### config.mk
export PLATFORM = sky130hd
export DESIGN_NAME = mem_arbiter
export DESIGN_NICKNAME = d
export VERILOG_FILES = /design/src/rtl/mem_arbiter.sv
export SDC_FILE = /design/constraint.sdc
export NUM_CORES = 1
export LEC_CHECK = 0
export CAP_MARGIN = 20
export CORE_ASPECT_RATIO = 2
export CORE_MARGIN = 2
export CORE_UTILIZATION = 40
export CTS_CLUSTER_DIAMETER = 40
export DETAILED_ROUTE_END_ITERATION = 10
export GPL_TIMING_DRIVEN = 0
export PLACE_DENSITY = 0.75
export SLEW_MARGIN = 30
export SYNTH_ARGS = -nofsm -noshare
export SYNTH_HDL_FRONTEND = slang
export SYNTH_SLANG_ARGS = --single-unit
### constraint.sdc
create_clock -name clk -period 2.5 [get_ports clk]
set_clock_uncertainty 0.2 [all_clocks]
set_input_delay 0.25 -clock clk [delete_from_list [all_inputs] [get_ports clk]]
set_output_delay 0.25 -clock clk [all_outputs]
set_load 0.05 [all_outputs]
### src/rtl/mem_arbiter.sv
// mem_arbiter: fetch / load-store arbiter and sequencer for one single-port memory slave
module mem_arbiter #(
    parameter int TIMEOUT_CYC = 255,
    parameter int CNT_W = 8
) (
    input  logic        clk,
    input  logic        rst,
    input  logic        if_req_i,
    input  logic [31:0] if_addr_i,
    output logic [31:0] if_rdata_o,
    output logic        if_ack_o,
    input  logic        ls_req_i,
    input  logic        ls_we_i,
    input  logic [31:0] ls_addr_i,
    input  logic [31:0] ls_wdata_i,
    input  logic [3:0]  ls_wmask_i,
    output logic [31:0] ls_rdata_o,
    output logic        ls_ack_o,
    input  logic        jump_en_i,
    output logic        mem_req_o,
    output logic        mem_we_o,
    output logic [31:0] mem_addr_o,
    output logic [31:0] mem_wdata_o,
    output logic [3:0]  mem_wmask_o,
    input  logic [31:0] mem_rdata_i,
    input  logic        mem_ack_i,
    output logic        hold_flag_o,
    output logic        bus_err_o
);
    typedef enum logic [1:0] {IDLE, BUSY_IF, BUSY_LS, DONE} state_t;
    state_t state, state_nxt;
    logic [CNT_W-1:0] cnt;
    logic flush_pend, busy, grant, timeout, finish, drop;
    assign hold_flag_o = rst && ls_req_i && !ls_ack_o;
    // next state and transaction events; a jump seen in the completing cycle also drops the fetch
    always_comb begin
        busy = (state == BUSY_IF) || (state == BUSY_LS);
        grant = (state == IDLE) && (ls_req_i || if_req_i);
        timeout = (TIMEOUT_CYC != 0) && (cnt == CNT_W'(TIMEOUT_CYC - 1));
        finish = busy && (mem_ack_i || timeout);
        drop = flush_pend || jump_en_i;
        state_nxt = state;
        if (grant) state_nxt = ls_req_i ? BUSY_LS : BUSY_IF;
        else if (finish) state_nxt = DONE;
        else if (state == DONE) state_nxt = IDLE;
    end
    // state register
    always_ff @(posedge clk or negedge rst) begin
        if (!rst) state <= IDLE;
        else state <= state_nxt;
    end
    // registered bus signals, responses, timeout counter and flush tracking
    always_ff @(posedge clk or negedge rst) begin
        if (!rst) begin
            cnt <= '0;
            flush_pend <= 1'b0;
            mem_req_o <= 1'b0;
            mem_we_o <= 1'b0;
            mem_addr_o <= '0;
            mem_wdata_o <= '0;
            mem_wmask_o <= '0;
            if_ack_o <= 1'b0;
            ls_ack_o <= 1'b0;
            bus_err_o <= 1'b0;
            if_rdata_o <= '0;
            ls_rdata_o <= '0;
        end else begin
            cnt <= busy ? cnt + 1'b1 : '0;
            flush_pend <= (state == BUSY_IF && jump_en_i) || (flush_pend && state != DONE);
            if (grant) begin
                mem_req_o <= 1'b1;
                mem_we_o <= ls_req_i && ls_we_i;
                mem_addr_o <= ls_req_i ? ls_addr_i : if_addr_i;
                mem_wdata_o <= ls_req_i ? ls_wdata_i : '0;
                mem_wmask_o <= ls_req_i ? ls_wmask_i : '0;
            end else if (finish) begin
                mem_req_o <= 1'b0;
            end
            if_ack_o <= finish && state == BUSY_IF && !drop;
            ls_ack_o <= finish && state == BUSY_LS;
            bus_err_o <= finish && !mem_ack_i;
            if (finish && state == BUSY_IF && !drop) if_rdata_o <= mem_ack_i ? mem_rdata_i : '0;
            if (finish && state == BUSY_LS) ls_rdata_o <= mem_ack_i ? mem_rdata_i : '0;
        end
    end
endmodule

==> impl_results.md, run 1 <==
- Status: finished, final reports clean
- Int Power: 7.20 mW
- Area of the multi-input gates: 0.00262 mm^2
- Placed Instance Area: 0.00976 mm^2
- Post-synth EDFFs: 0
- Core area: 0.0166 mm^2
- Drt via density: 5.29
- Actual slew at the worst max-slew pin: 0.563 ns
- Port Buffers: 274
- Power Density: 1320 mW/mm^2
- CP cell instances: dlygate4sd3_1 -> buf_8 -> nand2_1 -> nor2_1 -> clkdlybuf4s50_1
- Global Route Usage Sum: 23.3%
- Final #Nets: 1137
- Clk Latency, worst-skew pair: 0.41 ns
- Cts repair resizes: 0
- CTS root buffer: clkbuf_16
- Final Max Slew Viols: 0
- Comb pwr share: 53.4%
- Post-route DRC: 0
- Crit path max-delay family: buffers and inverters
- N_diodes: 0
- Final setup viols: 0
- Initial antenna violation count: 1
- Top_reg_cell synth: dfrtp_1
- Row count: 67
- Cell Area, Synth: 0.00672 mm^2
- Critical path class: in -> out
- Drt pass-1 iters: 4
- Post-synth top area share: 55.1%
- Syn_nets: 841
- Dpl cells: 1178
- CP startpoint: rst
- Sw Ratio: 47.6%
- Seq. cell area: 0.00370 mm^2
- Clk slew on worst S/H paths: 0.06 ns
- Fillers: 1397
- Routed WL per cell: 17.0 um
- Grt total ovfl: 0
- CTS tree: yes
- Final Non-Filler Cells: 1212
- CP max FO: 3
- Clk buf depth: 2
- RSZ-0062 raised after global routing: no
- Top Ports: 277
- DIE AREA: 0.0179 mm^2
- Worst Min Path Start: mem_ack_i
- Post-Synth XOR/XNOR Area: 0.391%
- Synth Warn #: 0
- Post-route ant nets: 0
- Clk pwr share: 19.0%
- Clock sinks: 148
- Biggest cell delay along the critical path: 0.80 ns
- Most frequent cell after synthesis: dfrtp_1
- Register area share after synthesis: 55.1%
- Final hold violation count: 0
- Async SR Flop Fraction: 100%
- Initial core utilization: 40.5%
- Critical Path End Type: output port
- Reg power frac: 27.6%
- Adder-Cell Fraction of Synth Area: 1.12%
- First-pass GRT wire length: 32.9 mm
- Final wirelength: 20.6 mm
- Cells after synthesis: 696
- Largest area contributor in the netlist: dfrtp_1
- Final Instance Area: 0.0104 mm^2
- Slowest cell on crit path: clkdlybuf4s50_1
- Slew margin rel.: 62.4%
- Crit path required time: 2.05 ns
- VDD IR max: 0.670 mV
- Worst hold path type: in -> reg
- Final period utilization: 94.8%
- Post-CTS Hold Fix Bufs: 2
- Maxcap violations: 0
- Final Wtd Congestion: 0.862
- Synth-to-Final Area Change: 54.6%
- CTS buffer count: 17
- Final HPWL DP: 15.2 mm
- Initial DRC count: 273
- Die width: 95.7 um
- Post-CTS setup buffers: 0
- Die Y: 187 um
- Number of global-route vias before repair: 6615
- Yosys reg bits: 148
- Mux share of post-synthesis cell area: 4.76%
- Simple-gate area share of the yosys netlist: 18.6%
- Final min period: 2.37 ns
- Synth cell count leaders: dfrtp_1 (148), nand2_1 (144), nand3_1 (40), inv_1 (39), o21ai_0 (37)
- Startpoint Class: input port
- Buf/Inv on CP: 3
- Max Clk Rate: 422 MHz
- Synth top area cells: dfrtp_1 (55%), nand2_1 (8.0%), mux2i_1 (4.8%)
- Layout cells sized above 1: 6.57%
- Data arrival, critical path: 1.92 ns
- P_sw: 6.53 mW
- Worst R2R Start: state[0]
- Pin count of the biggest net entering global routing: 84
- Netlist cell types: 33
- Largest family of logic cells by synthesized area: simple AND/OR/NAND/NOR gates
- Post-synthesis area per instance: 9.66 um^2
- Pleak: 4.74 nW
- Vias post-DR: 6416
- Synth Area in Compound Gates: 14.1%
- H-tree levels: 4
[kinds of logic after synthesis]
group | after synthesis
AND/OR/NAND/NOR | 265
flip-flops | 148
AO/OA/AOI/OAI | 144
buffers and inverters | 98
multiplexers | 32
adder cells (fa/ha/maj) | 6
XOR/XNOR | 3
[state kept, by name, summed over array words and instances, names as in the netlist]
register and cells:
mem_wdata_o 32, mem_addr_o 32, ls_ack_o 1, state 2
mem_we_o 1, flush_pend 1, mem_wmask_o 4, ls_rdata_o 32
bus_err_o 1, cnt 8, if_rdata_o 32, if_ack_o 1
mem_req_o 1
[metrics by stage]
| stage | setup slack [ns] | hold slack, ns | total power, mW | setup TNS (ns) | utilization [%] |
|---|---|---|---|---|---|
| 3_3_place_gp | -5.04 | 0.249 | 11.0 | -748.61 | 58.6 |
| 5_1_grt | 0.0331 | 0.0990 | 14.5 | 0 | 62.6 |
| 6_report | 0.131 | 0.0781 | 13.7 | 0 | 62.6 |
| 2_1_floorplan | 0.613 | -0.246 | 8.51 | 0 | - |
| 3_5_place_dp | 0.188 | 0.0282 | 11.2 | 0 | 58.8 |
| 4_1_cts | 0.125 | 0.0862 | 13.8 | 0 | 62.6 |
[worst min-delay path, stage by stage]
cell and delay, ns:
buf_2 0.18, nand2b_1 0.13, o211ai_1 0.08
[power by group through the flow]
stage / logic (mW) / registers (mW) / clock network, mW
detailed placement: 7.37 / 3.83 / 0
global route: 7.85 / 3.91 / 2.77
finish: 7.33 / 3.79 / 2.61
floorplan: 1.94 / 6.57 / 0
global placement: 7.25 / 3.79 / 0
CTS: 7.39 / 3.80 / 2.66
[final cells by class]
type                    instances  area share, %
clock buffers                  20           4.30
clock inverters                12           1.49
plain buffers                  59           2.46
flip-flops and latches        148           35.6
inverters                      39           1.41
repair buffers                277           27.1
multi-input cells             450           25.2
well taps                     207           2.49
[routing by layer]
metal | track usage (%) | vias up | wire length, um
met5 | 0 | - | 0
met4 | 9.07 | 0 | 561
met3 | 7.25 | 39 | 1950
met2 | 37.6 | 293 | 9970
met1 | 28.6 | 3068 | 8080
li1 | - | 3016 | -
[worst paths after layout]
| check | end | slack (ns) | cells past startpoint |
|---|---|---|---|
| min | ls_rdata_o[31] | 0.08 | 3 |
| min reg2reg | mem_wdata_o[20] | 0.27 | 2 |
| min in group asynchronous | if_rdata_o[10] | 0.23 | 3 |
| max in group asynchronous | mem_addr_o[11] | 1.48 | 3 |
| max | hold_flag_o | 0.13 | 5 |
| max reg2reg | if_rdata_o[23] | 0.20 | 7 |
[layout by cell type, fill, tap and decap left out, drive strengths merged, types with 34 or more instances in the layout]
| cell type | n |
|---|---|
| o21ai | 71 |
| nand4 | 34 |
| buf | 35 |
| inv | 40 |
| nand3 | 41 |
| clkbuf | 47 |
| clkdlybuf4s50 | 273 |
| nand2 | 144 |
| dfrtp | 148 |
(Power assumes the default switching activity.)
==> run 2: changes to the inputs <==
Settings changed: SLEW_MARGIN 30 to default.
==> run 2 against run 1 <==
Against the previous run: the run now ends with hold timing left; sequential power barely moved; clock power fell by 4%; die area did not move; critical path depth did not move; count of clock-buffer cells in the layout fell by 2; sequential share of layout area rose by 0.24 points; routed wire length fell by 0.56%; final cell count fell by 0.25%; register-to-register slack barely moved; critical endpoint unchanged; largest cell class unchanged; highest routed layer unchanged.
==> impl_results.md, run 2 (synthesized netlist as in run 1, its figures left out) <==
- Stages on worst setup path: 5
- DIE AREA: 0.0179 mm^2
- Worst hold path type: in -> async
- Power Density: 1320 mW/mm^2
- Final Core Density: 62.2%
- VDD IR max: 0.708 mV
- RSZ-0062 raised after global routing: no
- Pleak: 4.71 nW
- Post-route DRC: 0
- Actual slew at the worst max-slew pin: 0.632 ns
- Final Wtd Congestion: 0.862
- Startpoint Class: input port
- Buf/Inv on CP: 3
- Core area: 0.0166 mm^2
- Data arrival, critical path: 1.86 ns
- Number of global-route vias before repair: 6507
- Final min period: 2.31 ns
- Row count: 67
- Slew margin rel.: 57.9%
- Critical Path End Type: output port
- Vias post-DR: 6440
- Final #Nets: 1135
- Clk slew on worst S/H paths: 0.06 ns
- Initial core utilization: 40.5%
- Synth-to-Final Area Change: 53.6%
- Layout cells sized above 1: 6.59%
- Biggest cell delay along the critical path: 0.80 ns
- Final hold violation count: 65
- Setup TNS: 0 ns
- Initial DRC count: 287
- Hold WS: -0.383 ns
- Final HPWL DP: 15.2 mm
- Clock sinks: 148
- CP cell instances: buf_2 -> clkbuf_1 -> nand2_1 -> nor2_1 -> clkdlybuf4s50_1
- CTS root buffer: clkbuf_16
- Final Max Slew Viols: 0
- Pin count of the biggest net entering global routing: 84
- Final Instance Area: 0.0103 mm^2
- Routed WL per cell: 16.9 um
- Die Y: 187 um
- Die width: 95.7 um
- Drt via density: 5.33
- Maxcap violations: 0
- CP max FO: 10
- Post-CTS setup buffers: 0
- Final setup viols: 0
- Final wirelength: 20.5 mm
- Initial antenna violation count: 1
- Drt pass-1 iters: 4
- Final period utilization: 92.3%
- Global Route Usage Sum: 23.1%
- Most frequent cells in the layout: clkdlybuf4s50_1 (273), dfrtp_1 (148), nand2_1 (144)
- Crit path required time: 2.05 ns
- CTS buffer count: 17
- Clk buf depth: 2
- Crit path max-delay family: buffers and inverters
- Status: finished, violations left
- Commonest non-fill, non-tap cell in the layout: clkdlybuf4s50_1
- Failing checks: hold timing
- Slowest cell on crit path: clkdlybuf4s50_1
- CTS tree: yes
- Clk Latency, worst-skew pair: 0.42 ns
- Placed Instance Area: 0.00975 mm^2
- H-tree levels: 4
- Post-route ant nets: 0
- Critical path class: in -> out
- Port Buffers: 274
- N_diodes: 0
- Final Non-Filler Cells: 1209
- Cts repair resizes: 0
- Grt total ovfl: 0
- First-pass GRT wire length: 32.7 mm
- Worst R2R Path Depth: 7
- Top Ports: 277
- Dpl cells: 1178
- Max Clk Rate: 433 MHz
==> run 2: worst reg2reg max path, stage by stage (launching register included) <==
cell     delay (ns)
dfrtp_1        0.38
inv_1          0.09
ha_1           0.28
buf_2          0.22
nand4_1        0.18
o21ai_2        0.39
buf_2          0.31
o21ai_1        0.12
==> run 2: final timing paths <==
| kind | from | endpoint | slack (ns) |
|---|---|---|---|
| worst min-delay path | rst | if_rdata_o[10] | -0.38 |
| worst max-delay path | ls_req_i | hold_flag_o | 0.19 |
| max in group asynchronous | rst | mem_addr_o[11] | 1.66 |
| worst min register to register | mem_wdata_o[19] | mem_wdata_o[19] | 0.26 |
| worst max register to register | state[0] | if_rdata_o[18] | 0.20 |
| min in group clk | mem_ack_i | ls_rdata_o[31] | 0.09 |
==> run 2: metrics by stage <==
step | hold slack [ns] | setup slack, ns | power, mW
after global placement | 0.249 | -5.04 | 11.0
after global routing | -0.337 | 0.0483 | 14.4
after detailed placement | 0.0791 | 0.173 | 11.2
after floorplan | -0.246 | 0.613 | 8.51
after CTS | -0.362 | 0.157 | 13.7
final | -0.383 | 0.193 | 13.6
==> run 2: final cells by class <==
| type | instances | area, um^2 |
|---|---|---|
| fill | 1390 | 6270 |
| tap | 207 | 259 |
| buffer | 59 | 255 |
| clock inverter | 13 | 135 |
| inverter | 39 | 146 |
| multi-input combinational | 450 | 2620 |
| sequential | 148 | 3700 |
| clock buffer | 18 | 439 |
| timing repair buffer | 275 | 2770 |
==> run 2: per-layer routing <==
metal	GRT usage, %	share of wire (%)
met5	0	0
met4	9.12	2.9
met3	7.13	9.7
met2	37.0	48
met1	28.9	39
==> run 2: power by group <==
| part | leakage [nW] | switching (mW) | internal, mW |
|---|---|---|---|
| Sequential | 1.66 | 0.537 | 3.26 |
| Combinational | 2.78 | 4.98 | 2.34 |
| Clock | 0.270 | 1.01 | 1.49 |
==> run 3: changes to the inputs <==
Settings changed: CTS_CLUSTER_SIZE from default to 16, PLACE_DENSITY 0.75 to default, PLACE_DENSITY_LB_ADDON from default to 0.08, SLEW_MARGIN from default to 20.
==> run 3 against run 2 <==
Against the previous run: final cell count up 0.58%; the run now ends clean; design area up 1.5%; sequential share of layout area down 0.53 points; critical path type is now reg -> reg; largest power group unchanged; sequential power about the same; maximum frequency up 6.5%; critical endpoint is now if_rdata_o[25]; non-clock buffer count up 7.
==> impl_results.md, run 3 (synthesized netlist as in run 1, its figures left out) <==
- Crit path required time: 2.60 ns
- Pin count of the biggest net entering global routing: 53
- Final Instance Area: 0.0105 mm^2
- CTS buffer count: 17
- Actual slew at the worst max-slew pin: 0.570 ns
- VDD IR max: 0.692 mV
- WL met1: 8.10 mm
- Layout cells sized above 1: 6.74%
- DIE AREA: 0.0179 mm^2
- N_diodes: 0
- Row count: 67
- Final period utilization: 86.6%
- Post-CTS setup buffers: 0
- Power Density: 1300 mW/mm^2
- CTS root buffer: clkbuf_16
- RSZ-0062 raised after global routing: no
- Worst R2R Start: state[0]
- Synth-to-Final Area Change: 55.9%
- Global Route Usage Sum: 23.5%
- Final HPWL DP: 14.9 mm
- Routed WL per cell: 17.0 um
- Drt pass-1 iters: 5
- Max Clk Rate: 462 MHz
- Clk slew on worst S/H paths: 0.06 ns
- Worst R2R Path Depth: 7
- Slew margin rel.: 61.9%
- Met3 WL: 1.72 mm
- Commonest non-fill, non-tap cell in the layout: clkdlybuf4s50_1
- Post-route DRC: 0
- Vias post-DR: 6310
- Number of global-route vias before repair: 6242
- Pleak: 4.82 nW
- Die Y: 187 um
- Final wirelength: 20.7 mm
- Critical path class: reg -> reg
- Top Metal Used: met4
- Final setup viols: 0
- Hold depth: 3
- CP startpoint: state[0]
- Worst Min Path Start: mem_ack_i
- WL met2: 10.3 mm
- Status: finished, final reports clean
- Clk Latency, worst-skew pair: 0.42 ns
- Final Max Slew Viols: 0
- Final Wtd Congestion: 0.825
- Port Buffers: 274
- Final min period: 2.17 ns
- Dpl cells: 1178
- Final #Nets: 1142
- Initial core utilization: 40.5%
- Top Ports: 277
- Initial DRC count: 267
- First-pass GRT wire length: 32.5 mm
- Data arrival, critical path: 2.27 ns
- H-tree levels: 4
- Startpoint Class: flip-flop
- Clk buf depth: 2
- CP max FO: 10
- Final hold violation count: 0
- Critical Path End Type: flip-flop
- Placed Instance Area: 0.00976 mm^2
- CTS tree: yes
- Drt via density: 5.19
- Worst hold path type: in -> reg
- Clock sinks: 148
- Die width: 95.7 um
- Grt total ovfl: 0
- Initial antenna violation count: 0
- Post-route ant nets: 0
- Core area: 0.0166 mm^2
- Final Non-Filler Cells: 1216
- Maxcap violations: 0
- Most frequent cells in the layout: clkdlybuf4s50_1 (272), dfrtp_1 (148), nand2_1 (144)
## run 3: cell types whose count changed in the layout (fill, tap and decap cells not counted)
cell             before  now
clkbuf_8              1    3
bufbuf_16             0    1
dlygate4sd3_1         0    3
clkinvlp_4            5    0
buf_16                1    4
clkinv_2              4    5
buf_6                 1    0
dlymetal6s2s_1        0    1
clkbuf_1             27   29
buf_8                 0    1
clkdlybuf4s50_1     273  272
## run 3: stage by stage
stage | setup TNS, ns | total power, mW | util [%] | hold WS (ns) | worst slack [ns]
floorplan | 0 | 8.51 | - | -0.246 | 0.613
finish | 0 | 13.7 | 63.1 | 0.0833 | 0.334
detailed placement | -0.144 | 11.2 | 58.8 | -0.00162 | -0.144
CTS | 0 | 13.8 | 63.1 | 0.0755 | 0.0572
global route | 0 | 14.4 | 63.1 | 0.0754 | 0.163
global placement | -778.36 | 11.1 | 58.6 | 0.249 | -5.24
## run 3: worst max-delay path: stages (launching register included)
cell     delay, ns
dfrtp_1       0.38
inv_1         0.09
ha_1          0.27
buf_2         0.21
nand4_1       0.16
o21ai_2       0.32
buf_2         0.31
o21ai_1       0.10
## run 3: cell type report
class	count	area (um^2)
clock inverters	9	103
repair buffers	282	2920
clock buffers	22	474
plain buffers	59	255
multi-input cells	450	2620
well taps	207	259
flip-flops and latches	148	3700
inverters	39	146
fillers	1413	6120
## run 3: worst paths after layout
kind	endpoint	slack, ns
setup / recovery	if_rdata_o[25]	0.33
hold / removal	ls_rdata_o[31]	0.08
setup reg to reg	if_rdata_o[25]	0.33
hold reg to reg	mem_wmask_o[3]	0.26
max in group asynchronous	mem_wdata_o[26]	1.41
min in group asynchronous	ls_rdata_o[12]	0.36
## run 3: routing by layer
| metal | track usage [%] | vias up |
|---|---|---|
| met5 | 0 | - |
| met4 | 8.35 | 0 |
| met3 | 6.53 | 36 |
| met2 | 38.4 | 267 |
| met1 | 29.4 | 2987 |
| li1 | - | 3020 |
## run 3: what timing repair did
item	in CTS	in global routing
hold endpoints to repair	100	0
setup endpoints to repair	1	1
hold buffers	6	0
cloned	1	0
gates resized for setup	0	1
## run 3: where the power goes
part	total [mW]	internal, mW	switching (mW)
logic	7.35	2.36	4.99
clock network	2.52	1.54	0.980
registers	3.78	3.26	0.524
total	13.7	7.16	6.49
